$ cat config.mk
export PLATFORM = sky130hd
export DESIGN_NAME = drive_cmd_arbiter
export DESIGN_NICKNAME = d
export VERILOG_FILES = /design/src/rtl/car_pkg.sv /design/src/rtl/drive_timer.sv /design/src/rtl/drive_cmd_arbiter.sv
export SDC_FILE = /design/constraint.sdc
export NUM_CORES = 1
export LEC_CHECK = 0
export ABC_AREA = 0
export CORE_AREA = 2 2 73 75
export CTS_BUF_LIST = sky130_fd_sc_hd__clkbuf_4 sky130_fd_sc_hd__clkbuf_8 sky130_fd_sc_hd__clkbuf_16
export DETAILED_ROUTE_END_ITERATION = 12
export DIE_AREA = 0 0 75 77
export PLACE_DENSITY = 0.82
export SLEW_MARGIN = 5
export SYNTH_ARGS = -nofsm -noshare
export SYNTH_HDL_FRONTEND = slang
export SYNTH_SLANG_ARGS = --single-unit
$ cat constraint.sdc
create_clock -name clk -period 4.1 [get_ports clk]
set_input_delay 0.82 -clock clk [delete_from_list [all_inputs] [get_ports clk]]
set_output_delay 0.82 -clock clk [all_outputs]
set_load 0.1 [all_outputs]
$ cat src/rtl/car_pkg.sv
// Shared encodings for the drive command path: modes, motions, motor codes,
// arbiter states and the dance choreography.
package car_pkg;

   typedef enum logic [1:0] {
      MODE_MANUAL = 2'd0,
      MODE_AUTO   = 2'd1,
      MODE_DANCE  = 2'd2
   } mode_t;

   typedef enum logic [2:0] {
      MOT_STOP  = 3'd0,
      MOT_FWD   = 3'd1,
      MOT_BWD   = 3'd2,
      MOT_LEFT  = 3'd3,
      MOT_RIGHT = 3'd4
   } motion_t;

   typedef enum logic [1:0] {
      MTR_STOP = 2'b00,
      MTR_FWD  = 2'b01,
      MTR_BWD  = 2'b10
   } motor_t;

   typedef enum logic [1:0] {
      ST_MANUAL = 2'd0,
      ST_AUTO   = 2'd1,
      ST_DANCE  = 2'd2,
      ST_BRAKE  = 2'd3
   } state_t;

   // Index 0 is the first step: FWD, LEFT, BWD, RIGHT, FWD, RIGHT, BWD, LEFT.
   localparam logic [7:0][2:0] DANCE_PATTERN = {
      3'd3, 3'd2, 3'd4, 3'd1, 3'd4, 3'd2, 3'd3, 3'd1
   };

   function automatic motion_t decode_auto(input logic [2:0] code);
      case (code)
         3'd1:    return MOT_FWD;
         3'd2:    return MOT_BWD;
         3'd3:    return MOT_LEFT;
         3'd4:    return MOT_RIGHT;
         default: return MOT_STOP;
      endcase
   endfunction

   function automatic state_t state_of(input mode_t m);
      case (m)
         MODE_AUTO:  return ST_AUTO;
         MODE_DANCE: return ST_DANCE;
         default:    return ST_MANUAL;
      endcase
   endfunction

endpackage

$ cat src/rtl/drive_timer.sv
// Loadable down-counter that saturates at zero; shared by hold, brake and
// dance-step timing.
module drive_timer #(
   parameter int CNT_W = 27
) (
   input  logic             clk,
   input  logic             rst,
   input  logic             load,
   input  logic [CNT_W-1:0] load_value,
   output logic [CNT_W-1:0] value,
   output logic             expired
);

   always_ff @(posedge clk) begin
      if (rst) begin
         value <= '0;
      end else if (load) begin
         value <= load_value;
      end else if (value != '0) begin
         value <= value - 1'b1;
      end
   end

   assign expired = (value == '0);

endmodule

$ cat src/rtl/drive_cmd_arbiter.sv
// Arbitrates manual pulses, autonomous requests and the dance sequencer onto
// registered motor direction codes, inserting a STOP interval on reversals.
module drive_cmd_arbiter
   import car_pkg::*;
#(
   parameter int HOLD_CYCLES       = 25000000,
   parameter int DANCE_STEP_CYCLES = 50000000,
   parameter int BRAKE_CYCLES      = 5000000,
   parameter int CNT_W             = 27
) (
   input  logic       clk,
   input  logic       rst,
   input  logic       forward_op,
   input  logic       backward_op,
   input  logic       left_op,
   input  logic       right_op,
   input  logic       auto_mode_signal_op,
   input  logic       dance_mode_signal_op,
   input  logic       auto_dir_valid,
   input  logic [2:0] auto_dir,
   output logic [1:0] mode,
   output logic [2:0] motion,
   output logic [1:0] motor_left,
   output logic [1:0] motor_right,
   output logic       busy
);

   // Timer is loaded with N-1 so that the expiry cycle is the Nth cycle.
   localparam logic [CNT_W-1:0] HOLD_LOAD  = CNT_W'(HOLD_CYCLES - 1);
   localparam logic [CNT_W-1:0] DANCE_LOAD = CNT_W'(DANCE_STEP_CYCLES - 1);
   localparam logic [CNT_W-1:0] BRAKE_LOAD = CNT_W'(BRAKE_CYCLES - 1);

   state_t           state_q, state_d;
   mode_t            mode_q, mode_d, pend_mode_q, pend_mode_d;
   mode_t            base_mode, req_mode, apply_mode;
   motion_t          motion_q, motion_d, pend_motion_q, pend_motion_d;
   motion_t          req_motion, apply_motion;
   logic [2:0]       step_q, step_d, step_nxt;
   logic             req_valid, reversal, do_apply;
   logic             tmr_load, tmr_expired;
   logic [CNT_W-1:0] tmr_load_value, timer_count_unused;
   logic [1:0]       motor_left_q, motor_right_q, motor_left_d, motor_right_d;
   logic             busy_q;

   drive_timer #(.CNT_W(CNT_W)) u_timer (
      .clk        (clk),
      .rst        (rst),
      .load       (tmr_load),
      .load_value (tmr_load_value),
      .value      (timer_count_unused),
      .expired    (tmr_expired)
   );

   // During a brake, requests are judged against the pending mode, not the
   // mode still shown on the outputs.
   always_comb begin
      base_mode  = (state_q == ST_BRAKE) ? pend_mode_q : mode_q;
      req_valid  = 1'b1;
      req_mode   = base_mode;
      req_motion = MOT_STOP;
      if (auto_mode_signal_op) begin
         req_mode = (base_mode == MODE_AUTO) ? MODE_MANUAL : MODE_AUTO;
      end else if (dance_mode_signal_op) begin
         req_mode   = (base_mode == MODE_DANCE) ? MODE_MANUAL : MODE_DANCE;
         req_motion = (req_mode == MODE_DANCE) ? motion_t'(DANCE_PATTERN[0]) : MOT_STOP;
      end else if (base_mode == MODE_MANUAL &&
                   (forward_op || backward_op || left_op || right_op)) begin
         if (forward_op)       req_motion = MOT_FWD;
         else if (backward_op) req_motion = MOT_BWD;
         else if (left_op)     req_motion = MOT_LEFT;
         else                  req_motion = MOT_RIGHT;
      end else if (base_mode == MODE_AUTO && auto_dir_valid) begin
         req_motion = decode_auto(auto_dir);
      end else begin
         req_valid = 1'b0;
      end
   end

   always_comb begin
      state_d        = state_q;
      mode_d         = mode_q;
      motion_d       = motion_q;
      pend_mode_d    = pend_mode_q;
      pend_motion_d  = pend_motion_q;
      step_d         = step_q;
      step_nxt       = step_q + 3'd1;
      tmr_load       = 1'b0;
      tmr_load_value = '0;
      do_apply       = 1'b0;
      apply_mode     = req_mode;
      apply_motion   = req_motion;
      reversal       = (motion_q == MOT_FWD && req_motion == MOT_BWD) ||
                       (motion_q == MOT_BWD && req_motion == MOT_FWD);

      if (state_q == ST_BRAKE) begin
         if (req_valid) begin
            pend_mode_d   = req_mode;
            pend_motion_d = req_motion;
         end
         if (tmr_expired) begin
            do_apply     = 1'b1;
            apply_mode   = pend_mode_d;
            apply_motion = pend_motion_d;
         end
      end else if (req_valid) begin
         if ((req_mode != mode_q && motion_q != MOT_STOP) || reversal) begin
            state_d        = ST_BRAKE;
            pend_mode_d    = req_mode;
            pend_motion_d  = req_motion;
            motion_d       = MOT_STOP;
            tmr_load       = 1'b1;
            tmr_load_value = BRAKE_LOAD;
         end else begin
            do_apply = 1'b1;
         end
      end else if (state_q == ST_MANUAL) begin
         if (motion_q != MOT_STOP && tmr_expired) motion_d = MOT_STOP;
      end else if (state_q == ST_DANCE) begin
         if (tmr_expired) begin
            step_d         = step_nxt;
            motion_d       = motion_t'(DANCE_PATTERN[step_nxt]);
            tmr_load       = 1'b1;
            tmr_load_value = DANCE_LOAD;
         end
      end

      if (do_apply) begin
         state_d  = state_of(apply_mode);
         mode_d   = apply_mode;
         motion_d = apply_motion;
         if (apply_mode == MODE_MANUAL && apply_motion != MOT_STOP) begin
            tmr_load       = 1'b1;
            tmr_load_value = HOLD_LOAD;
         end else if (apply_mode == MODE_DANCE) begin
            step_d         = 3'd0;
            tmr_load       = 1'b1;
            tmr_load_value = DANCE_LOAD;
         end
      end

      case (motion_d)
         MOT_FWD:   begin motor_left_d = MTR_FWD;  motor_right_d = MTR_FWD;  end
         MOT_BWD:   begin motor_left_d = MTR_BWD;  motor_right_d = MTR_BWD;  end
         MOT_LEFT:  begin motor_left_d = MTR_BWD;  motor_right_d = MTR_FWD;  end
         MOT_RIGHT: begin motor_left_d = MTR_FWD;  motor_right_d = MTR_BWD;  end
         default:   begin motor_left_d = MTR_STOP; motor_right_d = MTR_STOP; end
      endcase
   end

   always_ff @(posedge clk) begin
      if (rst) begin
         state_q       <= ST_MANUAL;
         mode_q        <= MODE_MANUAL;
         motion_q      <= MOT_STOP;
         pend_mode_q   <= MODE_MANUAL;
         pend_motion_q <= MOT_STOP;
         step_q        <= 3'd0;
         motor_left_q  <= MTR_STOP;
         motor_right_q <= MTR_STOP;
         busy_q        <= 1'b0;
      end else begin
         state_q       <= state_d;
         mode_q        <= mode_d;
         motion_q      <= motion_d;
         pend_mode_q   <= pend_mode_d;
         pend_motion_q <= pend_motion_d;
         step_q        <= step_d;
         motor_left_q  <= motor_left_d;
         motor_right_q <= motor_right_d;
         busy_q        <= (state_d == ST_BRAKE);
      end
   end

   assign mode        = mode_q;
   assign motion      = motion_q;
   assign motor_left  = motor_left_q;
   assign motor_right = motor_right_q;
   assign busy        = busy_q;

endmodule

After elaboration in Yosys (flattened, before gate mapping)
Memories as Yosys holds them, arrays and structs flattened. Cells that the tools add are included.

Word-level logic and storage cells: 139. Flip-flop bits (word level): 47. Memory bits (read-only): 24. Input port bits: 12. Memories kept: 1. Output and inout port bits: 10.

Memories: (name not given) (words 8, width 3, rd ports 1, clocked after memory_dff 0, wr ports 0, line drive_cmd_arbiter.sv:121) `motion_d = motion_t'(DANCE_PATTERN[step_nxt]);`.

Add/subtract/negate cells: 2. Mux-type cells: 77. Equality and inequality tests: 21. $lt $le $gt $ge: 1. Reduce and logical (&&, ||, !) cells: 27.

Operators by type and width (number): $mux W27 (7); $mux W3 (30); $mux W26 (3); $mux W2 (14); $logic_not A27 Y1 (1); $reduce_bool A27 Y1 (1); $sub A27 B1 Y27 const B (1); $mux W23 (1); $eq A3 B2 Y1 const B (6); $mux W1 (18); $eq A2 B2 Y1 const B (6); $eq A3 B1 Y1 const B (4); $pmux W2 S2 (3); $pmux W3 S4 (1); $reduce_or A2 Y1 (4); $logic_and A1 B1 Y1 (7); $eq A3 B3 Y1 const B (2); $logic_not A2 Y1 (3); $reduce_bool A2 Y1 (3); $reduce_bool A3 Y1 (2); $logic_or A1 B1 Y1 (5); $eq A2 B1 Y1 const B (2); $lt A3 B4 Y1 const B (1); $add A3 B1 Y3 const B (1); other kinds (2) (2).

Longest topological paths before layout
Depth after elaboration: 19. Mapped depth: 13. Mapped depth without buffers: 10.

By module
Synthesis repeated with hierarchy kept, for this count alone.

Cells, all modules: 364. Area total of the unflattened synthesis: 2945.3 um2.

Modules (own cells, without submodules): drive_cmd_arbiter (sequential area each 400.4 um2, cells an instance 194, area an instance 1525.2 um2, times used 1); drive_timer (sequential area each 540.5 um2, cells an instance 170, area an instance 1420.1 um2, times used 1).

Worst setup path after synthesis
OpenSTA, ideal clock, no wires.

Path type: register to register. From: register mode_q[1] (netlist: mode[1]). To: register u_timer.value[25]. Setup slack: 0.779 ns. Arrival: 3.234 ns. Buffers on the path: 2. Clock period less this slack: 3.321 ns. Data required time: 4.014 ns. Setup time: 0.086 ns. Stages on the path, launching flop included: 11. Path through: dfxtp_1 nand2b_1 mux4_2 and3_1 o22ai_1 a221o_1 nor3_2 or2_1 buf_6 buf_6 a221oi_2.

Longest elaborated chain between the ends: 18. Elaborated cells on any way between the ends: 54. Classes of those cells: eq/ne: 7; mux: 35; reduce/logical: 12.

Ends and longest elaborated chain: start, declared (line drive_cmd_arbiter.sv:34) `mode_t mode_q, mode_d, pend_mode_q, pend_mode_d;`; start signal, assigned (line drive_cmd_arbiter.sv:163) `mode_q <= mode_d;`; $mux W2 (line drive_cmd_arbiter.sv:57) `base_mode = (state_q == ST_BRAKE) ? pend_mode_q : mode_q;`; $eq A2 B2 Y1 or $eq A2 B1 Y1 (tied branches) (line drive_cmd_arbiter.sv:64, drive_cmd_arbiter.sv:62, drive_cmd_arbiter.sv:72); $mux W2 or $logic_and A1 B1 Y1 (tied branches) (line drive_cmd_arbiter.sv:64, drive_cmd_arbiter.sv:72); $eq A2 B2 Y1 or $mux W3 (tied branches) (line drive_cmd_arbiter.sv:65, drive_cmd_arbiter.sv:72); $mux W1 or $mux W3 (tied branches) (line drive_cmd_arbiter.sv:65, drive_cmd_arbiter.sv:66); $mux W3 (line drive_cmd_arbiter.sv:63) `end else if (dance_mode_signal_op) begin`; $mux W3 (line drive_cmd_arbiter.sv:61) `if (auto_mode_signal_op) begin`; $eq A3 B2 Y1 or $eq A3 B1 Y1 (tied branches) (line drive_cmd_arbiter.sv:92, drive_cmd_arbiter.sv:93); [2 not listed]; $logic_or A1 B1 Y1 (line drive_cmd_arbiter.sv:106) `if ((req_mode != mode_q && motion_q != MOT_STOP) || reversal) begin`; $mux W1 (line drive_cmd_arbiter.sv:106); $mux W1 (line drive_cmd_arbiter.sv:105) `end else if (req_valid) begin`; $mux W1 (line drive_cmd_arbiter.sv:95) `if (state_q == ST_BRAKE) begin`; $mux W1 (line drive_cmd_arbiter.sv:134) `end else if (apply_mode == MODE_DANCE) begin`; $mux W1 (line drive_cmd_arbiter.sv:131) `if (apply_mode == MODE_MANUAL && apply_motion != MOT_STOP) begin`; $mux W1 (line drive_cmd_arbiter.sv:127) `if (do_apply) begin`; $mux W27 or $reduce_bool A2 Y1 (tied branches); end signal, assigned (line drive_timer.sv:18) `value <= load_value;`; end signal, assigned (line drive_timer.sv:20) `value <= value - 1'b1;`; end, declared (line drive_timer.sv:10) `output logic [CNT_W-1:0] value,`.

Parallel ways exist; a longest one is shown, timed or not. A chain may end at the register's enable or synchronous reset.

Worst setup path after layout
From: register state_q[0]. To: register u_timer.value[8].

Longest elaborated chain between the ends: 19. Elaborated cells on any way between the ends: 62. Classes of those cells: eq/ne: 9; mux: 40; reduce/logical: 13.

Ends and longest elaborated chain: start, declared (line drive_cmd_arbiter.sv:33) `state_t state_q, state_d;`; start signal, assigned (line drive_cmd_arbiter.sv:162) `state_q <= state_d;`; $eq A2 B2 Y1 (line drive_cmd_arbiter.sv:57, drive_cmd_arbiter.sv:95); $mux W2 (line drive_cmd_arbiter.sv:57); $eq A2 B2 Y1 or $eq A2 B1 Y1 (tied branches) (line drive_cmd_arbiter.sv:64, drive_cmd_arbiter.sv:62, drive_cmd_arbiter.sv:72); $mux W2 or $logic_and A1 B1 Y1 (tied branches) (line drive_cmd_arbiter.sv:64, drive_cmd_arbiter.sv:72); $eq A2 B2 Y1 or $mux W3 (tied branches) (line drive_cmd_arbiter.sv:65, drive_cmd_arbiter.sv:72); $mux W1 or $mux W3 (tied branches) (line drive_cmd_arbiter.sv:65, drive_cmd_arbiter.sv:66); $mux W3 (line drive_cmd_arbiter.sv:63); $mux W3 (line drive_cmd_arbiter.sv:61); [3 not listed]; $logic_or A1 B1 Y1 (line drive_cmd_arbiter.sv:106); $mux W23 or $mux W1 (tied branches) (line drive_cmd_arbiter.sv:106); $mux W27 or $mux W1 (tied branches) (line drive_cmd_arbiter.sv:105); $mux W27 or $mux W1 (tied branches) (line drive_cmd_arbiter.sv:95); $mux W27 or $mux W1 (tied branches) (line drive_cmd_arbiter.sv:134); $mux W27 or $mux W1 (tied branches) (line drive_cmd_arbiter.sv:131); $mux W27 or $mux W1 (tied branches) (line drive_cmd_arbiter.sv:127); $mux W27 or $reduce_bool A2 Y1 (tied branches).

Parallel ways exist; a longest one is shown, timed or not.

==> metrics <==
final instance area=around 3400 µm²; max incr delay on CP=between 0.6 and 0.7 ns; Hold Buf Count CTS=0; Leakage=roughly 1.3 nW; hold_sp=pend_motion_q[2]; Synth Area in Compound Gates=23.2%; top post-synthesis cells by area=dfxtp_1 (31%), nor2_1 (4.7%), a21oi_1 (4.5%), xor2_1 (4.4%), nand2_1 (3.6%); relative slew slack=between 30% and 40%; Fillers=roughly 410; n_diodes=0; Ys Warns=0; Total GRT Usage=approximately 27%; Skew-Pair Late Insertion Delay=roughly 0.3 ns; mapped cell area=roughly 3000 µm²; Chip Width=roughly 75 µm; CP max stage cell=dfxtp_1; P_sw=roughly 1.3 mW; total CTS buffers=5; Worst setup EP type=flip-flop; cell count after synthesis=~370; initial core utilization=roughly three fifths; largest family of logic cells by synthesized area=simple AND/OR/NAND/NOR gates; XOR/XNOR share of the synthesized area=under 10%; Hold Path End=pend_motion_q[2]; final worst path period share=87.5%; Post-CTS Setup Repair Bufs=0; Area growth syn-to-layout=13.6%; synth cell count leaders=dfxtp_1 (47), nor2_1 (38), nand2_1 (29); fin worst setup slack=0.512 ns; total negative slack=0 ns; worst-margin pin slew=0.972 ns; share of cells above drive strength 1=10.0%; crit path time final=3.59 ns; root buf cell=clkbuf_8; Worst VDD drop=~0.45 mV; H-tree Lvls=2; Worst path most repeated cell=o21ai_0; Final #Nets=404; Placeable Area=about 5000 µm²; Overall Power=about 2.7 mW; vias per inst=between 6 and 7; Sw Share=just under 50%; CP max FO=18; post-synth top area share=31.3%; simple-gate area share of the yosys netlist=between 20 and 30%; cell chain of the critical path=and2_1, a21oi_1, o21ai_0, nor2_1, o21ai_0, o21ai_2, or2_1, buf_4, a221oi_1; Post-synth EDFFs=0; vias in the first global route=2693; Worst Hold Depth=2; initial DRC count=244; TritonCTS clock tree=yes; drt wl/cell=about 17 µm; drc violations=0; DRT Pass-1 Iters=5; post_cts resized=0; count of cell types in the netlist=63; critical path class=reg -> reg; post-synth top area cell=dfxtp_1; post-DP HPWL=approximately 5.3 mm; Fin. Hold Viols=0; Yosys reg bits=47; reg2reg start=state_q[0]; Final Slew Violations=0; RSZ-0062 raised after global routing=no; post-synthesis mux area share=under 10%; area post-placement=between 3000 and 4000 µm²; DP Worst Slack=0.401 ns; status=complete, no violations; Clock Skews=~0.0084 ns; Routed WL=7.63 mm; Worst R2R Path Depth=9; FF/Latch Area=about 940 µm²; CTS sink count=47; # rows=26; Adder-Cell Fraction of Synth Area=approximately 1.7%; combinational power share=55.2%; largest net degree at the start of global routing=37; CTS Buffer Depth=2; worst r2r dst=u_timer.value[8]; fmax=around 0.28 GHz; ANT nets after route=0; Critical Path AT=between 3 and 4 ns; placed cell count=about 450; Pint=between 1 and 1.5 mW; total grt overflow=0; die area=a little under 6000 µm²; count leader, synth=dfxtp_1; asr flop ratio synth=0%; register area share after synthesis=31.3%; Clk pin slew, worst setup/hold paths=about 0.10 ns; Critical Path Source Type=flip-flop; P per Cell Area=approximately 800 nW/µm²; Hold Crit Class=reg -> reg; initial antenna violation count=0; global-route wire length before repair=between 10 and 15 mm; DR vias=roughly 3000; mean area per synthesized cell=between 8 and 9 µm²; syn nets=between 300 and 400; fin cells=~460; height of the die=77 µm; Primary FF master, synth=dfxtp_1; reg-to-reg setup timing slack=0.51 ns; area occupied by multi-input gates=around 1900 µm²; maxcap violations=0; CP required=approximately 4.3 ns; Clk pwr share=between 15 and 20%; final setup violation count=0; Boundary Pins=22; # port buffers=21; Seq pwr share=between 20% and 30%; Final Wtd Congestion=0.953
==> power groups by stage <==
stage	logic (mW)	registers [mW]	clock network, mW
finish	1.51	0.805	0.418
global route	1.63	0.828	0.442
CTS	1.49	0.797	0.425
detailed placement	1.47	0.804	0
global placement	1.44	0.801	0
floorplan	0.995	0.977	0
==> placed cells by master (no fill, tap or decap), types with 3 or more instances in the layout <==
cell type | netlist | layout
a211oi_1 | 3 | 3
a21oi_1 | 27 | 27
a221oi_1 | 9 | 9
a22oi_1 | 4 | 4
and2_1 | 3 | 3
and3_1 | 8 | 8
buf_4 | 0 | 9
clkbuf_8 | 0 | 5
clkdlybuf4s50_1 | 0 | 21
dfxtp_1 | 47 | 47
ha_1 | 4 | 4
inv_1 | 12 | 12
mux2i_1 | 3 | 3
nand2_1 | 29 | 29
nand2b_1 | 4 | 4
nand3_1 | 5 | 5
nand4_1 | 8 | 8
nor2_1 | 38 | 38
nor2b_1 | 4 | 4
nor3_1 | 15 | 15
nor4_1 | 7 | 7
nor4_4 | 3 | 3
o211ai_1 | 8 | 8
o21a_1 | 3 | 3
o21ai_0 | 21 | 21
o221a_2 | 3 | 3
o31ai_1 | 3 | 3
or2_2 | 4 | 4
or3_1 | 7 | 7
or4_1 | 4 | 4
xnor2_1 | 12 | 12
xor2_1 | 15 | 15
==> critical path, delay by kind of cell, from the launching register on <==
| family | cells | cell delay [ns] |
|---|---|---|
| buf+inv | 1 | 0.21 |
| simple gates | 3 | 0.95 |
| compound gates | 5 | 1.65 |
| flops | 1 | 0.68 |
==> cell type report <==
type                    instances  share of cell area, %
flip-flops and latches         47                   27.5
repair buffers                 30                   8.13
inverters                      12                   1.32
clock buffers                   5                   2.01
multi-input cells             292                   56.3
well taps                      70                   2.56
clock inverters                 3                   2.09
==> through the flow <==
| step | utilization (%) | hold slack [ns] |
|---|---|---|
| after floorplan | - | 0.481 |
| after global placement | 65.8 | 0.501 |
| after detailed placement | 65.8 | 0.514 |
| after CTS | 68.6 | 0.541 |
| after global routing | 68.6 | 0.586 |
| final | 68.6 | 0.539 |
==> how the worst max path moves through the flow <==
stage,start,end,slack (ns),depth (start not counted)
2_1_floorplan,mode[1],u_timer.value[25],0.78,10
3_3_place_gp,dance_mode_signal_op,motor_right[1],0.42,9
3_5_place_dp,dance_mode_signal_op,u_timer.value[8],0.40,10
4_1_cts,state_q[0],u_timer.value[8],0.61,9
5_1_grt,state_q[0],u_timer.value[9],0.23,9
6_report,state_q[0],u_timer.value[8],0.51,9
==> flip-flops by register name, indices dropped and copies added, names as in the netlist <==
register and count:
mode 2, pend_motion_q 3, u_timer.value 27, motion 3
motor_right 2, state_q 2, pend_mode_q 2, motor_left 2
step_q 3, busy 1
==> per-layer routing <==
layer	vias to the layer above	global-route usage (%)	share of wire, %
met2	157	40.2	46
met1	1393	38.8	44
li1	1405	-	-
met3	24	6.57	8.2
met4	0	9.64	2.2
met5	-	0	0
==> cell families after synthesis <==
kind of cell               Yosys count
and+or+nand+nor                    156
AOI/OAI and AO/OA                  101
DFF                                 47
buffers and inverters               30
xor gates and xnor gates            27
muxes                                4
adders and majority gates            4
No activity file was read; power rests on OpenSTA's default activity.
